<file path="config.mk">
export PLATFORM = sky130hd
export DESIGN_NAME = coprocessor_unit
export DESIGN_NICKNAME = d
export VERILOG_FILES = /design/src/rtl/cp_pkg.sv /design/src/rtl/cp_iter_datapath.sv /design/src/rtl/coprocessor_unit.sv
export SDC_FILE = /design/constraint.sdc
export NUM_CORES = 1
export LEC_CHECK = 0
export BUFFER_PORTS_ARGS = -buffer_cell sky130_fd_sc_hd__buf_4
export CAP_MARGIN = 20
export CELL_PAD_IN_SITES_DETAIL_PLACEMENT = 0
export CELL_PAD_IN_SITES_GLOBAL_PLACEMENT = 1
export CORE_UTILIZATION = 30
export CTS_CLUSTER_SIZE = 20
export DETAILED_ROUTE_END_ITERATION = 7
export PLACE_DENSITY = 0.66
export SETUP_SLACK_MARGIN = 0.5
export SYNTH_ARGS = -nofsm -noshare
export SYNTH_HDL_FRONTEND = slang
export SYNTH_SLANG_ARGS = --single-unit
</file>
<file path="constraint.sdc">
create_clock -name clk -period 6 [get_ports clk]
set_clock_uncertainty 0.2 [all_clocks]
set_input_delay 0.6 -clock clk [delete_from_list [all_inputs] [get_ports clk]]
set_output_delay 0.6 -clock clk [all_outputs]
set_load 0.02 [all_outputs]
</file>
<file path="src/rtl/cp_pkg.sv">
// Shared types and opcode constants for the coprocessor issue interface.
package cp_pkg;

  typedef enum logic [1:0] {
    IDLE = 2'd0,
    RUN  = 2'd1,
    DONE = 2'd2
  } cp_state_t;

  localparam logic [4:0] CP_MUL  = 5'b00000;
  localparam logic [4:0] CP_MULH = 5'b00001;
  localparam logic [4:0] CP_DIVU = 5'b00010;
  localparam logic [4:0] CP_REMU = 5'b00011;

  localparam logic [5:0] COPROC_OPCODE_NOP = 6'b111111;

  // Only the four arithmetic codes are implemented; everything else is illegal.
  function automatic logic cp_is_legal(input logic [4:0] op);
    return (op == CP_MUL) || (op == CP_MULH) || (op == CP_DIVU) || (op == CP_REMU);
  endfunction

endpackage

</file>
<file path="src/rtl/cp_iter_datapath.sv">
// One-step-per-cycle shift/add multiplier and restoring divider sharing one
// {hi, lo} register pair: hi = product high / remainder, lo = product low / quotient.
module cp_iter_datapath #(
  parameter int WIDTH = 32
) (
  input  logic             clk,
  input  logic             rst,
  input  logic             i_load,
  input  logic             i_step,
  input  logic             i_div,
  input  logic [WIDTH-1:0] i_a,
  input  logic [WIDTH-1:0] i_b,
  output logic [WIDTH-1:0] o_hi_next,
  output logic [WIDTH-1:0] o_lo_next
);

  logic [WIDTH:0]   r_hi;
  logic [WIDTH-1:0] r_lo;
  logic [WIDTH-1:0] r_opb;

  logic [WIDTH:0]   w_sum;
  logic [WIDTH:0]   w_shift;
  logic [WIDTH:0]   w_diff;
  logic             w_ge;
  logic [WIDTH:0]   w_hi_next;
  logic [WIDTH-1:0] w_lo_next;

  always_comb begin
    // r_hi[WIDTH] stays zero during a multiply, so the add cannot overflow WIDTH+1 bits.
    w_sum   = r_hi + (r_lo[0] ? {1'b0, r_opb} : '0);
    w_shift = {r_hi[WIDTH-1:0], r_lo[WIDTH-1]};
    w_diff  = w_shift - {1'b0, r_opb};
    w_ge    = ~w_diff[WIDTH];
    if (i_div) begin
      w_hi_next = w_ge ? w_diff : w_shift;
      w_lo_next = {r_lo[WIDTH-2:0], w_ge};
    end else begin
      w_hi_next = {1'b0, w_sum[WIDTH:1]};
      w_lo_next = {w_sum[0], r_lo[WIDTH-1:1]};
    end
  end

  assign o_hi_next = w_hi_next[WIDTH-1:0];
  assign o_lo_next = w_lo_next;

  always_ff @(posedge clk) begin
    if (rst) begin
      r_hi  <= '0;
      r_lo  <= '0;
      r_opb <= '0;
    end else if (i_load) begin
      r_hi  <= '0;
      r_lo  <= i_a;
      r_opb <= i_b;
    end else if (i_step) begin
      r_hi  <= w_hi_next;
      r_lo  <= w_lo_next;
    end
  end

endmodule

</file>
<file path="src/rtl/coprocessor_unit.sv">
// Coprocessor responder: accepts MUL/MULH/DIVU/REMU issues, iterates WIDTH
// cycles and returns the result with a one-cycle done pulse.
module coprocessor_unit
  import cp_pkg::*;
#(
  parameter int WIDTH = 32,
  parameter int CNT_W = $clog2(WIDTH) + 1
) (
  input  logic             clk,
  input  logic             rst,
  input  logic             cp_enable,
  input  logic             cp_mem_src,
  input  logic [5:0]       cp_opcode,
  input  logic [WIDTH-1:0] operand_a,
  input  logic [WIDTH-1:0] operand_b,
  input  logic [WIDTH-1:0] mem_data,
  output logic             cp_busy,
  output logic             cp_done,
  output logic [WIDTH-1:0] cp_result,
  output logic             cp_error
);

  cp_state_t        r_state;
  logic [CNT_W-1:0] r_cnt;
  logic [1:0]       r_op;

  logic             w_accept;
  logic             w_step;
  logic             w_legal;
  logic             w_b_zero;
  logic [WIDTH-1:0] w_b;
  logic [WIDTH-1:0] w_hi_next;
  logic [WIDTH-1:0] w_lo_next;
  logic             w_unused_opcode_msb;

  assign w_accept            = cp_enable && (r_state != RUN);
  assign w_step              = (r_state == RUN);
  assign w_b                 = cp_mem_src ? mem_data : operand_b;
  assign w_legal             = cp_is_legal(cp_opcode[4:0]);
  assign w_b_zero            = (w_b == '0);
  assign w_unused_opcode_msb = cp_opcode[5];

  // Stall covers the issue cycle as well as every iteration cycle.
  assign cp_busy = w_step || w_accept;

  cp_iter_datapath #(
    .WIDTH(WIDTH)
  ) u_datapath (
    .clk       (clk),
    .rst       (rst),
    .i_load    (w_accept),
    .i_step    (w_step),
    .i_div     (r_op[1]),
    .i_a       (operand_a),
    .i_b       (w_b),
    .o_hi_next (w_hi_next),
    .o_lo_next (w_lo_next)
  );

  always_ff @(posedge clk) begin
    if (rst) begin
      r_state   <= IDLE;
      r_cnt     <= '0;
      r_op      <= '0;
      cp_done   <= 1'b0;
      cp_result <= '0;
      cp_error  <= 1'b0;
    end else begin
      cp_done <= 1'b0;
      case (r_state)
        RUN: begin
          r_cnt <= r_cnt + CNT_W'(1);
          // Odd codes (MULH, REMU) take the hi half; even codes take lo.
          if (r_cnt == CNT_W'(WIDTH - 1)) begin
            r_state   <= DONE;
            cp_done   <= 1'b1;
            cp_result <= r_op[0] ? w_hi_next : w_lo_next;
            cp_error  <= 1'b0;
          end
        end
        default: begin
          if (w_accept) begin
            r_op  <= cp_opcode[1:0];
            r_cnt <= '0;
            if (!w_legal) begin
              r_state   <= DONE;
              cp_done   <= 1'b1;
              cp_result <= '0;
              cp_error  <= 1'b1;
            end else if (cp_opcode[1] && w_b_zero) begin
              r_state   <= DONE;
              cp_done   <= 1'b1;
              cp_result <= cp_opcode[0] ? operand_a : '1;
              cp_error  <= 1'b1;
            end else begin
              r_state <= RUN;
            end
          end else begin
            r_state <= IDLE;
          end
        end
      endcase
    end
  end

endmodule

</file>
* Word level (Yosys, flattened, before mapping)
Index checks and enable logic that the tools add are counted.
** Word-level totals
- Register bits :: 141
- Word-level logic and storage cells :: 65
** Cells by class
- Add/subtract/negate cells :: 3
- Equality and inequality tests :: 8
- Mux-type cells :: 31
- Bitwise logic cells :: 2
- Reductions and logical operators :: 12
** Operators with widths (number)
- 32-bit 2-to-1 mux :: 12
- 33-bit 2-to-1 mux :: 2
- 33-bit adder :: 1
- 33-bit by 32-bit subtractor with 33-bit output :: 1
- 32-bit zero test :: 1
- 6-bit 2-to-1 mux :: 2
- 5-bit by 2-bit == test with 1-bit output, second input constant :: 2
- 1-bit 2-to-1 mux :: 10
- 2-bit 2-to-1 mux :: 5
- 6-bit by 1-bit adder with 6-bit output, second input constant :: 1
- 6-bit by 5-bit == test with 1-bit output, second input constant :: 1
- 5-bit by 1-bit == test with 1-bit output, second input constant :: 1
- 5-bit zero test :: 1
- 1-bit logical OR :: 4
- 2-bit by 1-bit inequality test with 1-bit output, second input constant :: 2
- 3-bit by 2-bit inequality test with 1-bit output, second input constant :: 1
- 3-bit AND reduction :: 1
- 2-bit by 1-bit == test with 1-bit output, second input constant :: 1
- 1-bit logical AND :: 2
- 1-bit inverter :: 2
- 2-bit AND reduction :: 1
- 2-bit nonzero test :: 1
- 2-bit OR reduction :: 1

* Logic depth before layout (Yosys ltp)
- Word-level depth :: 7
- Mapped depth :: 22
- Gate-level depth less buffers :: 21

* By module
A second synthesis with hierarchy kept.
** Second synthesis, totals
- Cell total of the unflattened synthesis :: 1589
- Area total of the unflattened synthesis :: 12274.3 um^2
** By module, submodules not included
- cp_iter_datapath :: instances 1, cells an instance 1202, area each 8976.1 um^2
- coprocessor_unit :: instances 1, cells an instance 387, area each 3298.2 um^2

* Worst setup path before layout
No wires, ideal clock.
- Path type :: reg2reg
- Start :: reg u_datapath.r_lo[31]
- End :: reg cp_result[15]
- Data arrival time :: 3.956 ns
- Slack :: 1.728 ns
- Cell stages (with the launch flop) :: 21
- Buffers on the path :: 3
- Cells stage by stage :: dfxtp_1 > inv_1 > ha_1 > fa_1 > and2b_1 > o211ai_1 > a211oi_2 > o2111ai_1 > nand2_1 > a221o_1 > a21oi_1 > o21ai_0 > ha_1 > clkbuf_1 > inv_1 > clkbuf_1 > clkbuf_1 > nor2_1 > o22ai_1 > o2111ai_1 > o211a_1
** On the way
- Word-level cells in the longest chain between the ends :: 6
** Ends and longest elaborated chain
- start: declaration :: line cp_iter_datapath.sv:18 : logic [WIDTH-1:0] r_lo;
- start signal: assignment :: line cp_iter_datapath.sv:53 : r_lo <= i_a;
- start signal: assignment :: line cp_iter_datapath.sv:57 : r_lo <= w_lo_next;
- 33-bit by 32-bit subtractor with 33-bit output :: line cp_iter_datapath.sv:32 : w_diff = w_shift - {1'b0, r_opb};
- 33-bit 2-to-1 mux :: line cp_iter_datapath.sv:35 : w_hi_next = w_ge ? w_diff : w_shift;
- 33-bit 2-to-1 mux :: line cp_iter_datapath.sv:34 : if (i_div) begin
- 32-bit 2-to-1 mux :: line coprocessor_unit.sv:77 : cp_result <= r_op[0] ? w_hi_next : w_lo_next;
- 32-bit 2-to-1 mux :: line coprocessor_unit.sv:74 : if (r_cnt == CNT_W'(WIDTH - 1)) begin
- 32-bit 2-to-1 mux :: line coprocessor_unit.sv:70 : case (r_state)
- end signal: assignment :: line coprocessor_unit.sv:77
- end signal: assignment :: line coprocessor_unit.sv:93 : cp_result <= cp_opcode[0] ? operand_a : '1;
- end: declaration :: line coprocessor_unit.sv:19 : output logic [WIDTH-1:0] cp_result,
No other way between the ends. The select of a mux whose other input is x is not followed.
A chain may end at the register's enable or synchronous reset.

* Final worst setup path
- Start :: reg u_datapath.r_lo[31]
- End :: reg cp_result[28]
The elaborated chain is that of the path after synthesis.

==> results.tsv <==
metric	value	unit
status	finished, final reports clean	
Slew HR	24.5	%
Clock power frac	41.0	%
TNS Setup	0	ns
syn nets	1614	
Min Clock Period, post-route	4.99	ns
remaining antenna violation count after routing	0	
global-route wire length before repair	63000	um
post-route total power	2.70	mW
CP arrival	5.18	ns
maximum VDD drop	0.000193	V
total clock buffers created by CTS	17	
final setup violation count	0	
worst skew pair latency	0.44	ns
H-tree depth	4	
switching pwr	0.855	mW
Post-CTS Resized	0	
#FFs+latches synth	141	
initial antenna violation count	0	
die area	0.0379	mm^2
Logic pwr share	20.7	%
Vias/cell	5.58	
Die Span Y	195	um
Die W	195	um
CTS Hold Bufs	0	
GRT Util Overall	21.5	%
row count	70	
Syn Area/Cell	7.74	um^2
RD Place Congestion	0.883	
WL/cell	20.5	um
share of layout cells above drive strength 1	15.5	%
routed wire length	40800	um
max-cap violation count	0	
# DRC	0	
RSZ-0062 raised after global routing	false	
Switching Fraction	31.7	%
slack of the critical path	1.01	ns
Ys Warns	0	
total grt overflow	0	
Distinct cells, synth	79	
P_leak	5.31	nW
vias in the first global route	10800	
Final #Nets	1687	
Final period util	83.2	%
CORE AREA	0.0366	mm^2
Layout area overhead	17.6	%
TritonRoute pass-1 iters	5	
final hold violations	0	
# IOs	141	
Hold WC Path Type	in -> reg	
Worst Setup Start Kind	flop	
largest net degree at the start of global routing	73	
Reg2Reg Depth	19	
kind of end point of the critical path	flop	
sequential share of the synthesized area	25.3	%
Post-DP HPWL	30700	um
PwrDens	206	mW/mm^2
area of the multi-input gates	0.00775	mm^2
Setup Crit Path Kind	reg -> reg	
CP Data Required Time	6.18	ns
# clock sinks	141	
root buf cell	clkbuf_16	
ys flop type	dfxtp_1	
diodes inserted	0	
actual slew at the worst max-slew pin	1.13	ns
critical path peak fanout	18	
buffers added on ports	139	
Post-Syn Area	0.0111	mm^2
CTS tree	done	
Pint	1.84	mW
fillcell total	3895	
1st-iter DRT viols	661	
Longest Clk Path Bufs	2	
Post-Place Setup Slack	0.986	ns
Reg power frac	38.4	%
Setup Buffers After CTS	0	
register area	0.00282	mm^2
Mapped Cells	1439	
DR vias	11100	
Min-Delay Path Depth	3	
Max Freq	0.200	GHz
Clk pin slew, worst setup/hold paths	0.07	ns
Starting Density	30.4	%
Max Slew Vio Count	0	
asr flop ratio synth	0	%
Post-synth EDFFs	0	
final timing paths:
path                            start            end  slack [ns]
hold reg to reg          cp_result[3]   cp_result[3]        0.27
setup reg to reg  u_datapath.r_lo[31]  cp_result[28]        1.01
setup / recovery  u_datapath.r_lo[31]  cp_result[28]        1.01
hold / removal           cp_opcode[1]        r_op[1]        0.23
worst max-delay path, stage by stage (launching register included):
cell	delay, ns
dfxtp_1	0.40
inv_1	0.06
ha_1	0.20
fa_1	0.37
and2b_1	0.25
o211ai_1	0.17
a211oi_2	0.38
o2111ai_1	0.25
nand2_1	0.14
a221o_1	0.21
a21oi_1	0.09
o21ai_0	0.30
ha_1	0.31
inv_1	0.45
nor2_1	0.24
buf_4	0.22
a31oi_1	0.17
o311ai_1	0.15
nor3_1	0.22
a21bo_2	0.15
power groups by stage:
stage / Combinational [mW] / Sequential, mW / Clock (mW)
floorplan: 0.356 / 1.04 / 0
global placement: 0.553 / 1.06 / 0
detailed placement: 0.555 / 1.06 / 0
CTS: 0.558 / 1.04 / 1.12
global route: 0.613 / 1.04 / 1.16
finish: 0.558 / 1.04 / 1.11
Yosys cell counts (24+ instances only):
| library cell | n | area share, % |
|---|---|---|
| and2_1 | 38 | 2.1 |
| mux2i_1 | 75 | 6.7 |
| mux2_2 | 28 | 2.8 |
| xnor2_1 | 33 | 2.6 |
| dfxtp_1 | 141 | 25 |
| inv_1 | 46 | 1.6 |
| clkbuf_1 | 76 | 2.6 |
| nand3_1 | 24 | 1.1 |
| a21oi_1 | 114 | 5.1 |
| a211oi_1 | 93 | 6.3 |
| o21ai_0 | 90 | 4.0 |
| nand2_1 | 95 | 3.2 |
| a21o_1 | 27 | 1.8 |
| ha_1 | 67 | 7.5 |
| nor2_1 | 155 | 5.2 |
| o211ai_1 | 25 | 1.7 |
registers in the layout, indices dropped and copies added (netlist names):
name,cells
cp_done,1
u_datapath.r_hi,33
r_op,2
cp_result,32
u_datapath.r_opb,32
u_datapath.r_lo,32
r_cnt,6
r_state,2
cp_error,1
per-layer routing:
metal	up-vias	routed length, um	global-route usage [%]
li1	5481	-	-
met1	5307	18300	27.0
met2	264	19500	36.6
met3	59	1390	2.69
met4	0	1600	9.35
met5	-	0	0
logic make-up after synthesis:
| group | after synthesis | synth area share, % |
|---|---|---|
| DFF | 141 | 25.3 |
| AOI/OAI and AO/OA | 506 | 30.5 |
| adders and majority gates | 69 | 7.88 |
| buffers and inverters | 150 | 5.29 |
| and+or+nand+nor | 426 | 18.0 |
| xor gates and xnor gates | 43 | 3.38 |
| muxes | 104 | 9.67 |
per-stage QoR:
step / instance area, um^2 / hold slack [ns] / instances / util [%]
5_1_grt: 13100 / 0.229 / 1993 / 35.8
3_3_place_gp: 12500 / 0.253 / 1961 / 34.2
3_5_place_dp: 12500 / 0.260 / 1961 / 34.2
4_1_cts: 13100 / 0.222 / 1993 / 35.8
6_report: 13100 / 0.227 / 1993 / 35.8
2_1_floorplan: 11100 / 0.244 / 1439 / -
area by class of cell:
cell class,instances,share of cell area (%)
inverters,48,1.38
repair buffers,156,8.94
flip-flops and latches,141,21.6
multi-input cells,1148,59.2
clock buffers,20,3.41
well taps,468,4.47
clock inverters,12,1.05
cell usage in the layout, fill, tap and decap left out, types with 6 or more instances in the layout:
cell type  synthesis  routed
and2_1            38      37
and3_1             8       8
clkbuf_16          0      17
nand2b_1           9       8
nor4_1            15      15
o21ai_0           90      89
xor2_1            10      10
a311oi_1           7       7
nand4_1           17      17
o2111ai_1          6       6
mux2_2            28      28
nor2b_1           19      18
o21a_1            20      20
nor2_1           155     155
dfxtp_1          141     140
a31oi_1           14      14
inv_1             46      46
nor3_1            21      21
buf_4              1     156
o21ai_1           13      13
o211ai_1          25      25
o22ai_1            6       6
a21oi_1          114     114
or3_1              9       9
mux2i_1           75      75
a21o_1            27      27
nand3_1           24      24
a211oi_1          93      93
o21bai_1          16      16
nand2_1           95      95
ha_1              67      67
xnor2_1           33      33
o211a_1           10      10
No activity file was read; power rests on OpenSTA's default activity.
